$ cat src/rtl/pipeline_hazard_ctrl_pkg.sv
// Shared types and helpers for the pipeline hazard controller.
// Latency: n/a (declarations only).
// Backpressure: n/a.
package pipeline_hazard_ctrl_pkg;

  localparam int DATA_W_DEF      = 32;
  localparam int BR_W_DEF        = 7;
  localparam int REG_W_DEF       = 5;
  localparam int CNT_W_DEF       = 16;
  localparam int MEM_TIMEOUT_DEF = 64;

  // Memory sequencer states; encoding is visible on debug taps, keep it fixed.
  typedef enum logic [1:0] {
    ST_RUN      = 2'd0,
    ST_MEM_WAIT = 2'd1,
    ST_HALTED   = 2'd2
  } mem_state_e;

  // BEQ takes on zero, BNE takes on non-zero.
  function automatic logic branch_taken(input logic branch, input logic zf, input logic bne);
    return branch & (zf ^ bne);
  endfunction

  // A load in ID/EX feeding either IF/ID source; r0 never creates a hazard.
  function automatic logic load_use(input logic id_ex_mem_read, input logic rd_nonzero,
                                    input logic rs_match, input logic rt_match);
    return id_ex_mem_read & rd_nonzero & (rs_match | rt_match);
  endfunction

endpackage

$ cat src/rtl/pipeline_hazard_ctrl_if.sv
// Bundle of pipeline-register taps, memory handshake and pipeline enables.
// Latency: n/a (wires only).
// Backpressure: memAck completes the registered memReq; no other flow control.
interface pipeline_hazard_ctrl_if
  import pipeline_hazard_ctrl_pkg::*;
#(
  parameter int DATA_W = DATA_W_DEF,
  parameter int BR_W   = BR_W_DEF,
  parameter int REG_W  = REG_W_DEF,
  parameter int CNT_W  = CNT_W_DEF
) ();

  // EX/MEM taps
  logic              memRead;
  logic              memWrite;
  logic              branch;
  logic              ZF;
  logic              BNE;
  logic [BR_W-1:0]   branchAddress;
  logic [DATA_W-1:0] aluResult;
  logic [DATA_W-1:0] writeData;
  // ID/EX and IF/ID hazard fields
  logic              idExMemRead;
  logic [REG_W-1:0]  idExRd;
  logic [REG_W-1:0]  ifIdRs;
  logic [REG_W-1:0]  ifIdRt;
  // data memory completion
  logic              memAck;
  // pipeline control
  logic              pcWrite;
  logic              ifIdWrite;
  logic              ifIdFlush;
  logic              idExFlush;
  logic              exMemHold;
  logic              pcSrc;
  logic [BR_W-1:0]   branchTarget;
  // data memory request
  logic              memReq;
  logic              memWe;
  logic [DATA_W-1:0] memAddr;
  logic [DATA_W-1:0] memWdata;
  // status
  logic              memError;
  logic [CNT_W-1:0]  stallCount;

  // Pipeline/memory side
  modport master (
    output memRead, memWrite, branch, ZF, BNE, branchAddress, aluResult, writeData,
           idExMemRead, idExRd, ifIdRs, ifIdRt, memAck,
    input  pcWrite, ifIdWrite, ifIdFlush, idExFlush, exMemHold, pcSrc, branchTarget,
           memReq, memWe, memAddr, memWdata, memError, stallCount
  );

  // Controller side
  modport slave (
    input  memRead, memWrite, branch, ZF, BNE, branchAddress, aluResult, writeData,
           idExMemRead, idExRd, ifIdRs, ifIdRt, memAck,
    output pcWrite, ifIdWrite, ifIdFlush, idExFlush, exMemHold, pcSrc, branchTarget,
           memReq, memWe, memAddr, memWdata, memError, stallCount
  );

endinterface

$ cat src/rtl/pipeline_hazard_ctrl_mem_req_fsm.sv
// Sequences one data-memory access at a time and latches its address/data.
// Latency: request registered the edge after issue; release in the ack cycle.
// Backpressure: mem_stall holds the pipeline until ack; timeout halts forever.
module pipeline_hazard_ctrl_mem_req_fsm
  import pipeline_hazard_ctrl_pkg::*;
#(
  parameter int DATA_W      = DATA_W_DEF,
  parameter int MEM_TIMEOUT = MEM_TIMEOUT_DEF
) (
  input  logic              clock,
  input  logic              reset,
  input  logic              mem_op,
  input  logic              mem_write,
  input  logic              mem_ack,
  input  logic [DATA_W-1:0] alu_result,
  input  logic [DATA_W-1:0] write_data,
  output logic              mem_stall,
  output logic              mem_req,
  output logic              mem_we,
  output logic [DATA_W-1:0] mem_addr,
  output logic [DATA_W-1:0] mem_wdata,
  output logic              mem_error
);

  localparam int              WAIT_W    = $clog2(MEM_TIMEOUT);
  localparam logic [WAIT_W-1:0] WAIT_LAST = WAIT_W'(MEM_TIMEOUT - 1);

  mem_state_e        state_q, state_d;
  logic [WAIT_W-1:0] wait_cnt_q, wait_cnt_d;
  logic              req_q, req_d;
  logic              we_q, we_d;
  logic [DATA_W-1:0] addr_q, addr_d;
  logic [DATA_W-1:0] wdata_q, wdata_d;
  logic              error_q, error_d;

  // Next-state: issue from RUN, wait for ack or time out, park in HALTED.
  always_comb begin
    state_d    = state_q;
    wait_cnt_d = wait_cnt_q;
    req_d      = req_q;
    we_d       = we_q;
    addr_d     = addr_q;
    wdata_d    = wdata_q;
    error_d    = error_q;
    case (state_q)
      ST_RUN: begin
        if (mem_op) begin
          state_d    = ST_MEM_WAIT;
          req_d      = 1'b1;
          we_d       = mem_write;
          addr_d     = alu_result;
          wdata_d    = write_data;
          wait_cnt_d = '0;
        end
      end
      ST_MEM_WAIT: begin
        // Ack wins over timeout when both land in the last wait cycle.
        if (mem_ack) begin
          state_d = ST_RUN;
          req_d   = 1'b0;
        end else if (wait_cnt_q == WAIT_LAST) begin
          state_d = ST_HALTED;
          req_d   = 1'b0;
          error_d = 1'b1;
        end else begin
          wait_cnt_d = wait_cnt_q + WAIT_W'(1);
        end
      end
      ST_HALTED: begin
        state_d = ST_HALTED;
      end
      default: begin
        // Unreachable encoding: fail safe by stopping the pipeline.
        state_d = ST_HALTED;
        req_d   = 1'b0;
        error_d = 1'b1;
      end
    endcase
  end

  // Sequencer state and latched request.
  always_ff @(posedge clock or posedge reset) begin
    if (reset) begin
      state_q    <= ST_RUN;
      wait_cnt_q <= '0;
      req_q      <= 1'b0;
      we_q       <= 1'b0;
      addr_q     <= '0;
      wdata_q    <= '0;
      error_q    <= 1'b0;
    end else begin
      state_q    <= state_d;
      wait_cnt_q <= wait_cnt_d;
      req_q      <= req_d;
      we_q       <= we_d;
      addr_q     <= addr_d;
      wdata_q    <= wdata_d;
      error_q    <= error_d;
    end
  end

  // Stall in the issue cycle and every wait cycle up to (not including) the ack.
  assign mem_stall = ((state_q == ST_RUN) & mem_op)
                   | ((state_q == ST_MEM_WAIT) & ~mem_ack)
                   | (state_q == ST_HALTED);

  assign mem_req   = req_q;
  assign mem_we    = we_q;
  assign mem_addr  = addr_q;
  assign mem_wdata = wdata_q;
  assign mem_error = error_q;

endmodule

$ cat src/rtl/pipeline_hazard_ctrl.sv
// Drives PC/IF/ID/ID/EX enables from memory stalls, taken branches and load-use.
// Latency: enables are combinational; memory request registered one edge later.
// Backpressure: memory stall freezes PC, IF/ID and EX/MEM until memAck.
module pipeline_hazard_ctrl
  import pipeline_hazard_ctrl_pkg::*;
#(
  parameter int DATA_W      = DATA_W_DEF,
  parameter int BR_W        = BR_W_DEF,
  parameter int REG_W       = REG_W_DEF,
  parameter int MEM_TIMEOUT = MEM_TIMEOUT_DEF,
  parameter int CNT_W       = CNT_W_DEF
) (
  input  logic clock,
  input  logic reset,
  pipeline_hazard_ctrl_if.slave bus
);

  logic              mem_stall;
  logic              taken;
  logic              hazard;
  logic [REG_W-1:0]  id_ex_rd;
  logic [BR_W-1:0]   branch_target;
  logic [DATA_W-1:0] mem_addr;
  logic [DATA_W-1:0] mem_wdata;
  logic [CNT_W-1:0]  stall_count_q, stall_count_d;
  logic              pc_write, if_id_write, if_id_flush, id_ex_flush, ex_mem_hold, pc_src;

  pipeline_hazard_ctrl_mem_req_fsm #(
    .DATA_W      (DATA_W),
    .MEM_TIMEOUT (MEM_TIMEOUT)
  ) mem_req_fsm (
    .clock      (clock),
    .reset      (reset),
    .mem_op     (bus.memRead | bus.memWrite),
    .mem_write  (bus.memWrite),
    .mem_ack    (bus.memAck),
    .alu_result (bus.aluResult),
    .write_data (bus.writeData),
    .mem_stall  (mem_stall),
    .mem_req    (bus.memReq),
    .mem_we     (bus.memWe),
    .mem_addr   (mem_addr),
    .mem_wdata  (mem_wdata),
    .mem_error  (bus.memError)
  );

  assign id_ex_rd      = bus.idExRd;
  assign branch_target = bus.branchAddress;
  assign taken         = branch_taken(bus.branch, bus.ZF, bus.BNE);
  assign hazard        = load_use(bus.idExMemRead, id_ex_rd != '0,
                                  id_ex_rd == bus.ifIdRs, id_ex_rd == bus.ifIdRt);

  // Pipeline enables, priority memory stall > taken branch > load-use bubble.
  always_comb begin
    pc_write    = 1'b1;
    if_id_write = 1'b1;
    if_id_flush = 1'b0;
    id_ex_flush = 1'b0;
    ex_mem_hold = 1'b0;
    pc_src      = 1'b0;
    if (mem_stall) begin
      pc_write    = 1'b0;
      if_id_write = 1'b0;
      ex_mem_hold = 1'b1;
    end else if (taken) begin
      pc_src      = 1'b1;
      if_id_flush = 1'b1;
      id_ex_flush = 1'b1;
    end else if (hazard) begin
      pc_write    = 1'b0;
      if_id_write = 1'b0;
      id_ex_flush = 1'b1;
    end
  end

  // Saturating count of cycles lost to memory.
  always_comb begin
    stall_count_d = stall_count_q;
    if (mem_stall && (stall_count_q != {CNT_W{1'b1}})) begin
      stall_count_d = stall_count_q + CNT_W'(1);
    end
  end

  // Stall counter register.
  always_ff @(posedge clock or posedge reset) begin
    if (reset) begin
      stall_count_q <= '0;
    end else begin
      stall_count_q <= stall_count_d;
    end
  end

  assign bus.pcWrite      = pc_write;
  assign bus.ifIdWrite    = if_id_write;
  assign bus.ifIdFlush    = if_id_flush;
  assign bus.idExFlush    = id_ex_flush;
  assign bus.exMemHold    = ex_mem_hold;
  assign bus.pcSrc        = pc_src;
  assign bus.branchTarget = branch_target;
  assign bus.memAddr      = mem_addr;
  assign bus.memWdata     = mem_wdata;
  assign bus.stallCount   = stall_count_q;

endmodule

$ cat src/flat_wrapper.sv
// flat-port wrapper written by rule: the top's interface ports become plain ports
module pipeline_hazard_ctrl_flat import pipeline_hazard_ctrl_pkg::*;
#(
  parameter int DATA_W      = DATA_W_DEF,
  parameter int BR_W        = BR_W_DEF,
  parameter int REG_W       = REG_W_DEF,
  parameter int MEM_TIMEOUT = MEM_TIMEOUT_DEF,
  parameter int CNT_W       = CNT_W_DEF
)
  (clock, reset, bus_memRead, bus_memWrite, bus_branch, bus_ZF, bus_BNE, bus_branchAddress, bus_aluResult, bus_writeData, bus_idExMemRead, bus_idExRd, bus_ifIdRs, bus_ifIdRt, bus_memAck, bus_pcWrite, bus_ifIdWrite, bus_ifIdFlush, bus_idExFlush, bus_exMemHold, bus_pcSrc, bus_branchTarget, bus_memReq, bus_memWe, bus_memAddr, bus_memWdata, bus_memError, bus_stallCount);
  pipeline_hazard_ctrl_if #(.DATA_W(DATA_W), .BR_W(BR_W), .REG_W(REG_W), .CNT_W(CNT_W)) bus_i ();
  input  logic clock;
  input  logic reset;
  input wire logic [$bits(bus_i.memRead)-1:0] bus_memRead;
  input wire logic [$bits(bus_i.memWrite)-1:0] bus_memWrite;
  input wire logic [$bits(bus_i.branch)-1:0] bus_branch;
  input wire logic [$bits(bus_i.ZF)-1:0] bus_ZF;
  input wire logic [$bits(bus_i.BNE)-1:0] bus_BNE;
  input wire logic [$bits(bus_i.branchAddress)-1:0] bus_branchAddress;
  input wire logic [$bits(bus_i.aluResult)-1:0] bus_aluResult;
  input wire logic [$bits(bus_i.writeData)-1:0] bus_writeData;
  input wire logic [$bits(bus_i.idExMemRead)-1:0] bus_idExMemRead;
  input wire logic [$bits(bus_i.idExRd)-1:0] bus_idExRd;
  input wire logic [$bits(bus_i.ifIdRs)-1:0] bus_ifIdRs;
  input wire logic [$bits(bus_i.ifIdRt)-1:0] bus_ifIdRt;
  input wire logic [$bits(bus_i.memAck)-1:0] bus_memAck;
  output wire logic [$bits(bus_i.pcWrite)-1:0] bus_pcWrite;
  output wire logic [$bits(bus_i.ifIdWrite)-1:0] bus_ifIdWrite;
  output wire logic [$bits(bus_i.ifIdFlush)-1:0] bus_ifIdFlush;
  output wire logic [$bits(bus_i.idExFlush)-1:0] bus_idExFlush;
  output wire logic [$bits(bus_i.exMemHold)-1:0] bus_exMemHold;
  output wire logic [$bits(bus_i.pcSrc)-1:0] bus_pcSrc;
  output wire logic [$bits(bus_i.branchTarget)-1:0] bus_branchTarget;
  output wire logic [$bits(bus_i.memReq)-1:0] bus_memReq;
  output wire logic [$bits(bus_i.memWe)-1:0] bus_memWe;
  output wire logic [$bits(bus_i.memAddr)-1:0] bus_memAddr;
  output wire logic [$bits(bus_i.memWdata)-1:0] bus_memWdata;
  output wire logic [$bits(bus_i.memError)-1:0] bus_memError;
  output wire logic [$bits(bus_i.stallCount)-1:0] bus_stallCount;
  assign bus_i.memRead = bus_memRead;
  assign bus_i.memWrite = bus_memWrite;
  assign bus_i.branch = bus_branch;
  assign bus_i.ZF = bus_ZF;
  assign bus_i.BNE = bus_BNE;
  assign bus_i.branchAddress = bus_branchAddress;
  assign bus_i.aluResult = bus_aluResult;
  assign bus_i.writeData = bus_writeData;
  assign bus_i.idExMemRead = bus_idExMemRead;
  assign bus_i.idExRd = bus_idExRd;
  assign bus_i.ifIdRs = bus_ifIdRs;
  assign bus_i.ifIdRt = bus_ifIdRt;
  assign bus_i.memAck = bus_memAck;
  assign bus_pcWrite = bus_i.pcWrite;
  assign bus_ifIdWrite = bus_i.ifIdWrite;
  assign bus_ifIdFlush = bus_i.ifIdFlush;
  assign bus_idExFlush = bus_i.idExFlush;
  assign bus_exMemHold = bus_i.exMemHold;
  assign bus_pcSrc = bus_i.pcSrc;
  assign bus_branchTarget = bus_i.branchTarget;
  assign bus_memReq = bus_i.memReq;
  assign bus_memWe = bus_i.memWe;
  assign bus_memAddr = bus_i.memAddr;
  assign bus_memWdata = bus_i.memWdata;
  assign bus_memError = bus_i.memError;
  assign bus_stallCount = bus_i.stallCount;
  pipeline_hazard_ctrl #(.DATA_W(DATA_W), .BR_W(BR_W), .REG_W(REG_W), .MEM_TIMEOUT(MEM_TIMEOUT), .CNT_W(CNT_W)) u_core (.clock(clock), .reset(reset), .bus(bus_i));
endmodule
$ cat config.mk
export PLATFORM = sky130hd
export DESIGN_NAME = pipeline_hazard_ctrl_flat
export DESIGN_NICKNAME = d
export VERILOG_FILES = /design/src/rtl/pipeline_hazard_ctrl_pkg.sv /design/src/rtl/pipeline_hazard_ctrl_if.sv /design/src/rtl/pipeline_hazard_ctrl_mem_req_fsm.sv /design/src/rtl/pipeline_hazard_ctrl.sv /design/src/flat_wrapper.sv
export SDC_FILE = /design/constraint.sdc
export NUM_CORES = 1
export LEC_CHECK = 0
export CAP_MARGIN = 20
export CORE_ASPECT_RATIO = 0.75
export CORE_MARGIN = 2
export CORE_UTILIZATION = 30
export CTS_BUF_LIST = sky130_fd_sc_hd__clkbuf_16
export CTS_CLUSTER_DIAMETER = 120
export DETAILED_ROUTE_END_ITERATION = 8
export GPL_TIMING_DRIVEN = 0
export SETUP_SLACK_MARGIN = 0.4
export SYNTH_ARGS = -nofsm -noshare
export SYNTH_HDL_FRONTEND = slang
export SYNTH_HIERARCHICAL = 1
export SYNTH_SLANG_ARGS = --single-unit
$ cat constraint.sdc
create_clock -name clock -period 5.9 [get_ports clock]
set_clock_uncertainty 0.05 [all_clocks]
set_input_delay 1.18 -clock clock [delete_from_list [all_inputs] [get_ports clock]]
set_output_delay 1.18 -clock clock [all_outputs]
set_load 0.02 [all_outputs]
* Word-level counts from Yosys, hierarchy flattened *
Cells that the tools add are included.

storage, ports and cells
  register bits after elaboration = 91
  word-level logic and storage cells = 68
  input port bits = 95
  output and inout bits = 96

cells by class
  equal/unequal tests = 11
  bitwise logic cells = 13
  reductions and logical operators = 10
  add/sub/neg operators = 2
  multiplexer cells = 24

operator list
  kind                                                                   count
  6-bit two-way mux                                                      3
  16-bit by 1-bit adder with 16-bit output, second input constant        1
  16-bit inequality test, second input constant                          1
  1-bit two-way mux                                                      14
  6-bit case mux with 2 select lines                                     1
  5-bit equality test                                                    2
  2-bit inequality test, second input constant                           4
  6-bit by 1-bit adder with 6-bit output, second input constant          1
  6-bit equality test, second input constant                             1
  2-bit two-way mux                                                      3
  3-bit AND reduction                                                    2
  1-bit AND                                                              5
  5-bit nonzero test                                                     1
  1-bit OR                                                               4
  2-bit case mux with 2 select lines                                     1
  2-bit AND reduction                                                    2
  4-bit AND reduction                                                    1
  3-bit inequality test, second input constant                           1
  1-bit NOT                                                              3
  1-bit case mux with 3 select lines                                     1
  2-bit by 1-bit equality test with 1-bit output, second input constant  1
  2-bit equality test, second input constant                             1
  2-bit logical NOT                                                      1
  1-bit case mux with 2 select lines                                     1
  other kinds (4)                                                        4

* Longest topological paths before layout *
Gate-level depths: netlist of run 1.

  word-level depth = 6
  gate-level depth with buffers = 8

* By module *
The synthesis of run 1 kept the hierarchy.

modules (own cells, without submodules)
  module                            cells each  times used  area an instance (um^2)  seq. area each (um^2)
  pipeline_hazard_ctrl_mem_req_fsm  193         1           3191.8                   1876.8
  pipeline_hazard_ctrl              104         1           1072.3                   400.4

* Worst setup path before layout of run 1 *
OpenSTA, ideal clock, no wires.

  path kind = input-to-output
  start point = in bus_memWrite
  end point = out bus_pcWrite
  setup slack = 769 ps
  data arrival time = 3901 ps
  data required time = 4670 ps
  buffers on the path = 2
  stages = 8
  cells stage by stage = or2_2 > o211ai_1 > o21ai_0 > buf_2 > nor3b_1 > nor2_1 > a21oi_1 > buf_4

between the ends
  longest elaborated chain between the ends = 5

ends and longest elaborated chain
  what               RTL line                                 source
  from (decl)        flat_wrapper.sv:15                       input wire logic [$bits(bus_i.memWrite)-1:0] bus_memWrite;
  1-bit OR           pipeline_hazard_ctrl.sv:34               .mem_op (bus.memRead | bus.memWrite),
  1-bit AND          pipeline_hazard_ctrl_mem_req_fsm.sv:103  assign mem_stall = ((state_q == ST_RUN) & mem_op)
  1-bit OR           pipeline_hazard_ctrl_mem_req_fsm.sv:104  | ((state_q == ST_MEM_WAIT) & ~mem_ack)
  1-bit OR           pipeline_hazard_ctrl_mem_req_fsm.sv:105  | (state_q == ST_HALTED);
  1-bit two-way mux  --
  to (decl)          flat_wrapper.sv:27                       output wire logic [$bits(bus_i.pcWrite)-1:0] bus_pcWrite;

No other way between the ends.

* Worst setup path after layout of run 1 *
  start point = in bus_memWrite
  end point = out bus_pcWrite

between the ends
  longest elaborated chain between the ends = 5

ends and longest elaborated chain
  what               RTL line                                 source
  1-bit OR           pipeline_hazard_ctrl.sv:34
  1-bit AND          pipeline_hazard_ctrl_mem_req_fsm.sv:103
  1-bit OR           pipeline_hazard_ctrl_mem_req_fsm.sv:104
  1-bit OR           pipeline_hazard_ctrl_mem_req_fsm.sv:105
  1-bit two-way mux  pipeline_hazard_ctrl.sv:61               if (mem_stall) begin

No other way between the ends.

==> flow_summary.json, run 1 <==
{
  "outcome": "finished, final reports clean",
  "post_cts_buffers": 1,
  "drc_errors": 0,
  "ys.flop_type": "dfrtp_1",
  "die_w_um": 141.7,
  "path_class": "in -> out",
  "grtUsageTotal": 0.1409,
  "hold_buffers": 0,
  "worstMarginPinSlew_ps": 599.1,
  "grt_pass1_vias": 3247,
  "synthCells": 297,
  "fin_setup_tns_ps": 0,
  "min_path_type": "reg -> reg",
  "cts_buffer_depth": 2,
  "synth.largest_area_cell": "dfrtp_1",
  "synth_warnings": 6,
  "synth_edf_count": 0,
  "synthArstFlopShare": 1.000,
  "core_area_mm2": 0.01380,
  "ys_types": 46,
  "drt_iter0_drc": 86,
  "p_per_area_mw_per_mm2": 200.4,
  "synth_top_area_share": 0.5340,
  "placedCellCount": 656,
  "yosys_register_bits": 91,
  "n_antenna_cell": 0,
  "first_pass_iters": 4,
  "syn_area_mm2": 0.004264,
  "setup_viol": 0,
  "worstPathRequired_ps": 4670,
  "clkLatencyLatePin_ps": 330,
  "max_slew_margin": 0.6002,
  "critPathMaxFanout": 10,
  "start_util": 0.3091,
  "hold_viol": 0,
  "fmax_mhz": 189.6,
  "fill_cells": 1212,
  "die_y_um": 107.3,
  "clk_pin_slew_ps": 60,
  "grt_overflow": 0,
  "cap_violations": 0,
  "final_cell_count_no_fill": 673,
  "rsz0062_at_grt": "no",
  "cp_data_arrival_time_ps": 4040,
  "ant_nets": 0,
  "netlist_top_cells_area": "dfrtp_1 (53%), mux2_4 (18%), mux2_2 (4.8%), xnor2_1 (3.5%), buf_12 (2.3%)",
  "clockRootBuffer": "clkbuf_16",
  "synth_commonest_cells": "dfrtp_1 (91), mux2_4 (50), mux2_2 (18)",
  "yosysMostFrequentCell": "dfrtp_1",
  "setup.worst_path.start_class": "input pin",
  "clkSinkCount": 91,
  "drv_slew": 0,
  "num_io_pins": 191,
  "ys_seq_area_frac": 0.5340,
  "ir_drop_uv": 135.3,
  "vias_per_cell": 4.511,
  "nNetsFinal": 590,
  "drive_above_1_share": 0.2309,
  "place_hpwl_um": 7843,
  "numPortBuffers": 183,
  "hold-worst-slack_ps": 405.3,
  "postLayoutCoreUtil": 0.4830,
  "place_congestion": 0.7214,
  "grt_max_degree": 43,
  "register_area_mm2": 0.002277,
  "p_total_mw": 1.335,
  "drt-wirelength-per-cell_um": 15.65,
  "synth_fp_nets": 394,
  "cts_made_buffers": 9,
  "num_vias": 3036,
  "antenna_found_initial": 0,
  "end_kind": "output pin",
  "p_leak_nw": 2.938,
  "num_rows": 37,
  "dieArea_mm2": 0.01519,
  "fin_crit_sh": 0.8938,
  "ctsResizeCount": 0,
  "finalWirelength_um": 10530,
  "cts_tree": "done",
  "grt_first_pass_wirelength_um": 16770,
  "multiInputGateArea_mm2": 0.001775,
  "min_period_ps": 5274,
  "ctsHtreeMaxLevel": 3,
  "syn2layout_area_growth_pct": 56.28,
  "syn_area_per_cell_um2": 14.36
}
state kept, by name, indices dropped and copies added, names as in the netlist:
name,flops
u_core/bus.stallCount,16
u_core/mem_req_fsm/mem_addr,32
u_core/mem_req_fsm/mem_error,1
u_core/mem_req_fsm/mem_req,1
u_core/mem_req_fsm/mem_wdata,32
u_core/mem_req_fsm/mem_we,1
u_core/mem_req_fsm/state_q,2
u_core/mem_req_fsm/wait_cnt_q,6
worst max-delay path, stage by stage:
cell and delay [ps]:
clkdlybuf4s50_1 420, or2_2 330, o211ai_1 220, o21ai_0 140
buf_2 220, nor3b_1 460, nor2_1 120, a21oi_1 220
buf_4 130, clkdlybuf4s50_1 600
stage by stage:
| stage | worst slack, ps | instance area (um2) |
|---|---|---|
| 4_1_cts | 601.9 | 6664 |
| 3_5_place_dp | 292.3 | 6337 |
| 6_report | 626.5 | 6664 |
| 2_1_floorplan | 768.9 | 4264 |
| 5_1_grt | 449.0 | 6664 |
| 3_3_place_gp | 491.9 | 6315 |
kinds of logic after synthesis:
family,synth area share
multiplexers,0.2286
buffers and inverters,0.04959
flip-flops,0.5340
XOR/XNOR,0.04519
AO/OA/AOI/OAI,0.04724
adder cells (fa/ha/maj),0.005868
AND/OR/NAND/NOR,0.08950
final timing paths:
kind | start | to | slack (ps) | depth (start not counted)
max | bus_memWrite | bus_pcWrite | 630 | 10
min | u_core/mem_req_fsm/mem_error | u_core/mem_req_fsm/mem_error | 410 | 1
max reg2reg | u_core/mem_req_fsm/state_q[0] | u_core/bus.stallCount[15] | 3560 | 8
min reg2reg | u_core/mem_req_fsm/mem_error | u_core/mem_req_fsm/mem_error | 410 | 1
max in group asynchronous | reset | u_core/mem_req_fsm/mem_wdata[10] | 4030 | 3
min in group asynchronous | reset | u_core/mem_req_fsm/mem_error | 1200 | 2
layout by cell type (no fill, tap or decap), drive strengths merged, types with 2 or more instances in the layout:
master,instances
o21ai,8
clkdlybuf4s50,183
a21o,2
nor3,3
nor2,7
clkinv,2
inv,8
a21oi,7
nor3b,2
and4,2
dfrtp,91
ha,2
o31ai,3
mux2,69
nand2,13
xor2,5
nand3,10
bufinv,2
and3,7
o211ai,4
or4,2
xnor2,17
clkbuf,9
nand4,7
buf,19
metal layers:
layer	GRT usage	vias up	part of all wire
li1	-	1454	-
met5	0	-	0
met4	0.03286	0	0.0060
met2	0.2372	100	0.48
met3	0.04181	5	0.059
met1	0.1797	1477	0.45
where the power goes:
part	internal (mW)	leakage (nW)	switching, mW
Sequential	0.624	1.24	0
Combinational	0.0654	1.53	0.0318
Clock	0.371	0.163	0.243
Total	1.06	2.94	0.275
final cells by class:
type,instances,area share
clock buffers,9,0.03380
plain buffers,17,0.02891
flip-flops and latches,91,0.3417
well taps,175,0.03286
inverters,5,0.003192
multi-input cells,184,0.2664
clock inverters,7,0.01408
repair buffers,185,0.2790
No activity file was read; power rests on OpenSTA's default activity.
==> run 2, diff against run 1 <==
--- a/config.mk
+++ b/config.mk
@@ -8,12 +8,14 @@
 export CAP_MARGIN = 20
 export CORE_ASPECT_RATIO = 0.75
 export CORE_MARGIN = 2
-export CORE_UTILIZATION = 30
+export CORE_UTILIZATION = 45
 export CTS_BUF_LIST = sky130_fd_sc_hd__clkbuf_16
 export CTS_CLUSTER_DIAMETER = 120
 export DETAILED_ROUTE_END_ITERATION = 8
 export GPL_TIMING_DRIVEN = 0
+export PLACE_DENSITY = 0.86
 export SETUP_SLACK_MARGIN = 0.4
+export SKIP_LAST_GASP = 1
 export SYNTH_ARGS = -nofsm -noshare
 export SYNTH_HDL_FRONTEND = slang
 export SYNTH_HIERARCHICAL = 1
==> flow_summary.json, run 2 (synthesis results as in run 1) <==
{
  "p_clk_frac": 0.456,
  "numPortBuffers": 183,
  "worstMarginPinSlew_ps": 617.1,
  "grt_pass1_vias": 3187,
  "hold_buffers": 0,
  "drt-wirelength-per-cell_um": 17.11,
  "p_per_area_mw_per_mm2": 201.1,
  "outcome": "finished, final reports clean",
  "post_cts_buffers": 1,
  "place_congestion": 0.8210,
  "cap_violations": 0,
  "min_path_type": "reg -> reg",
  "final_cell_mix": "clkdlybuf4s50_1 (183), dfrtp_1 (91), mux2_4 (50)",
  "grt_overflow": 0,
  "clockRootBuffer": "clkbuf_16",
  "placedCellCount": 609,
  "grtUsageTotal": 0.2095,
  "drc_errors": 0,
  "path_class": "in -> out",
  "final_cell_count_no_fill": 626,
  "place_hpwl_um": 8066,
  "timing.final.ws_setup_ps": 569.6,
  "antenna_found_initial": 0,
  "worstPathRequired_ps": 4670,
  "hold-worst-slack_ps": 430.3,
  "ir_drop_uv": 128.8,
  "start_util": 0.4675,
  "dieArea_mm2": 0.01028,
  "drt_iter0_drc": 214,
  "cts_buffer_depth": 2,
  "cp_data_arrival_time_ps": 4100,
  "swShare": 0.2028,
  "p_switching_uw": 269.5,
  "hold_viol": 0,
  "p_leak_nw": 2.926,
  "num_io_pins": 191,
  "drive_above_1_share": 0.2309,
  "ctsHtreeMaxLevel": 3,
  "n_antenna_cell": 0,
  "seqPwrFrac": 0.469,
  "grt_first_pass_wirelength_um": 16280,
  "clk_pin_slew_ps": 60,
  "pre_cts_ws_ps": 350.9,
  "end_kind": "output pin",
  "num_rows": 30,
  "finalWirelength_um": 10710,
  "core_area_mm2": 0.009121,
  "ant_nets": 0,
  "ctsResizeCount": 0,
  "clkLatencyLatePin_ps": 340,
  "first_pass_iters": 4,
  "num_vias": 3091,
  "cts_tree": "done",
  "fin_setup_tns_ps": 0,
  "setup.worst_path.start_class": "input pin",
  "syn2layout_area_growth_pct": 55.02,
  "setup_viol": 0,
  "fin_crit_sh": 0.9035,
  "intPower_mw": 1.059,
  "fmax_mhz": 187.6,
  "clkSinkCount": 91,
  "die_w_um": 116.4,
  "vias_per_cell": 4.938,
  "postLayoutCoreUtil": 0.7247,
  "grt_max_degree": 70,
  "cts_made_buffers": 9,
  "rsz0062_at_grt": "no",
  "drv_slew": 0,
  "die_y_um": 88.30,
  "comb_power_share": 0.074,
  "mostFrequentLayoutCell": "clkdlybuf4s50_1",
  "min_period_ps": 5330,
  "nNetsFinal": 590,
  "critPathMaxFanout": 10,
  "max_slew_margin": 0.5881
}
[run 2: critical path: stages]
cell	delay, ps
clkdlybuf4s50_1	420
or2_2	330
o211ai_1	290
o21ai_0	210
buf_2	240
nor3b_1	420
nor2_1	100
a21oi_1	190
buf_4	130
clkdlybuf4s50_1	590
[run 2: metrics by stage]
stage               power (mW)  cell area [um2]
floorplan               0.6617             4264
finish                   1.329             6610
CTS                      1.347             6610
global placement        0.7307             6256
detailed placement      0.7352             6286
global route             1.380             6610
[run 2: power groups by stage]
stage	Sequential (mW)	Clock [mW]	Combinational [mW]
detailed placement	0.635	0	0.0997
floorplan	0.636	0	0.0261
CTS	0.624	0.622	0.101
global route	0.623	0.650	0.107
global placement	0.636	0	0.0951
finish	0.624	0.606	0.0988
[run 2: layout make-up]
class	instances	area, um2
fillers	601	2511
flip-flops and latches	91	2277
repair buffers	185	1867
multi-input cells	184	1775
clock buffers	9	225.2
plain buffers	17	192.7
well taps	128	160.2
clock inverters	7	91.34
inverters	5	21.27
[run 2: worst paths after layout]
| check | start | to | slack, ps | cells past startpoint |
|---|---|---|---|---|
| worst max-delay path | bus_memWrite | bus_pcWrite | 570 | 10 |
| worst min-delay path | u_core/mem_req_fsm/mem_error | u_core/mem_req_fsm/mem_error | 430 | 1 |
| worst max register to register | u_core/mem_req_fsm/state_q[0] | u_core/bus.stallCount[15] | 3480 | 8 |
| worst min register to register | u_core/mem_req_fsm/mem_error | u_core/mem_req_fsm/mem_error | 430 | 1 |
| max in group asynchronous | reset | u_core/bus.stallCount[5] | 4140 | 2 |
| min in group asynchronous | reset | u_core/mem_req_fsm/mem_wdata[31] | 1050 | 2 |
[run 2: layer usage]
metal  wire, um  up-vias  share of wire  GRT usage
met5          0        -              0          0
met4         90        0         0.0084    0.05736
met3        955        9          0.089    0.07466
met2       5200      150           0.49     0.3504
met1       4462     1472           0.42     0.2603
li1           -     1460              -          -
==> run 3, diff against run 2 <==
--- a/config.mk
+++ b/config.mk
@@ -20,3 +20,4 @@
 export SYNTH_HDL_FRONTEND = slang
 export SYNTH_HIERARCHICAL = 1
 export SYNTH_SLANG_ARGS = --single-unit
+export TNS_END_PERCENT = 1
==> results of run 3 <==
Same layout as run 2: the final DEF is identical, and so are final timing and power.
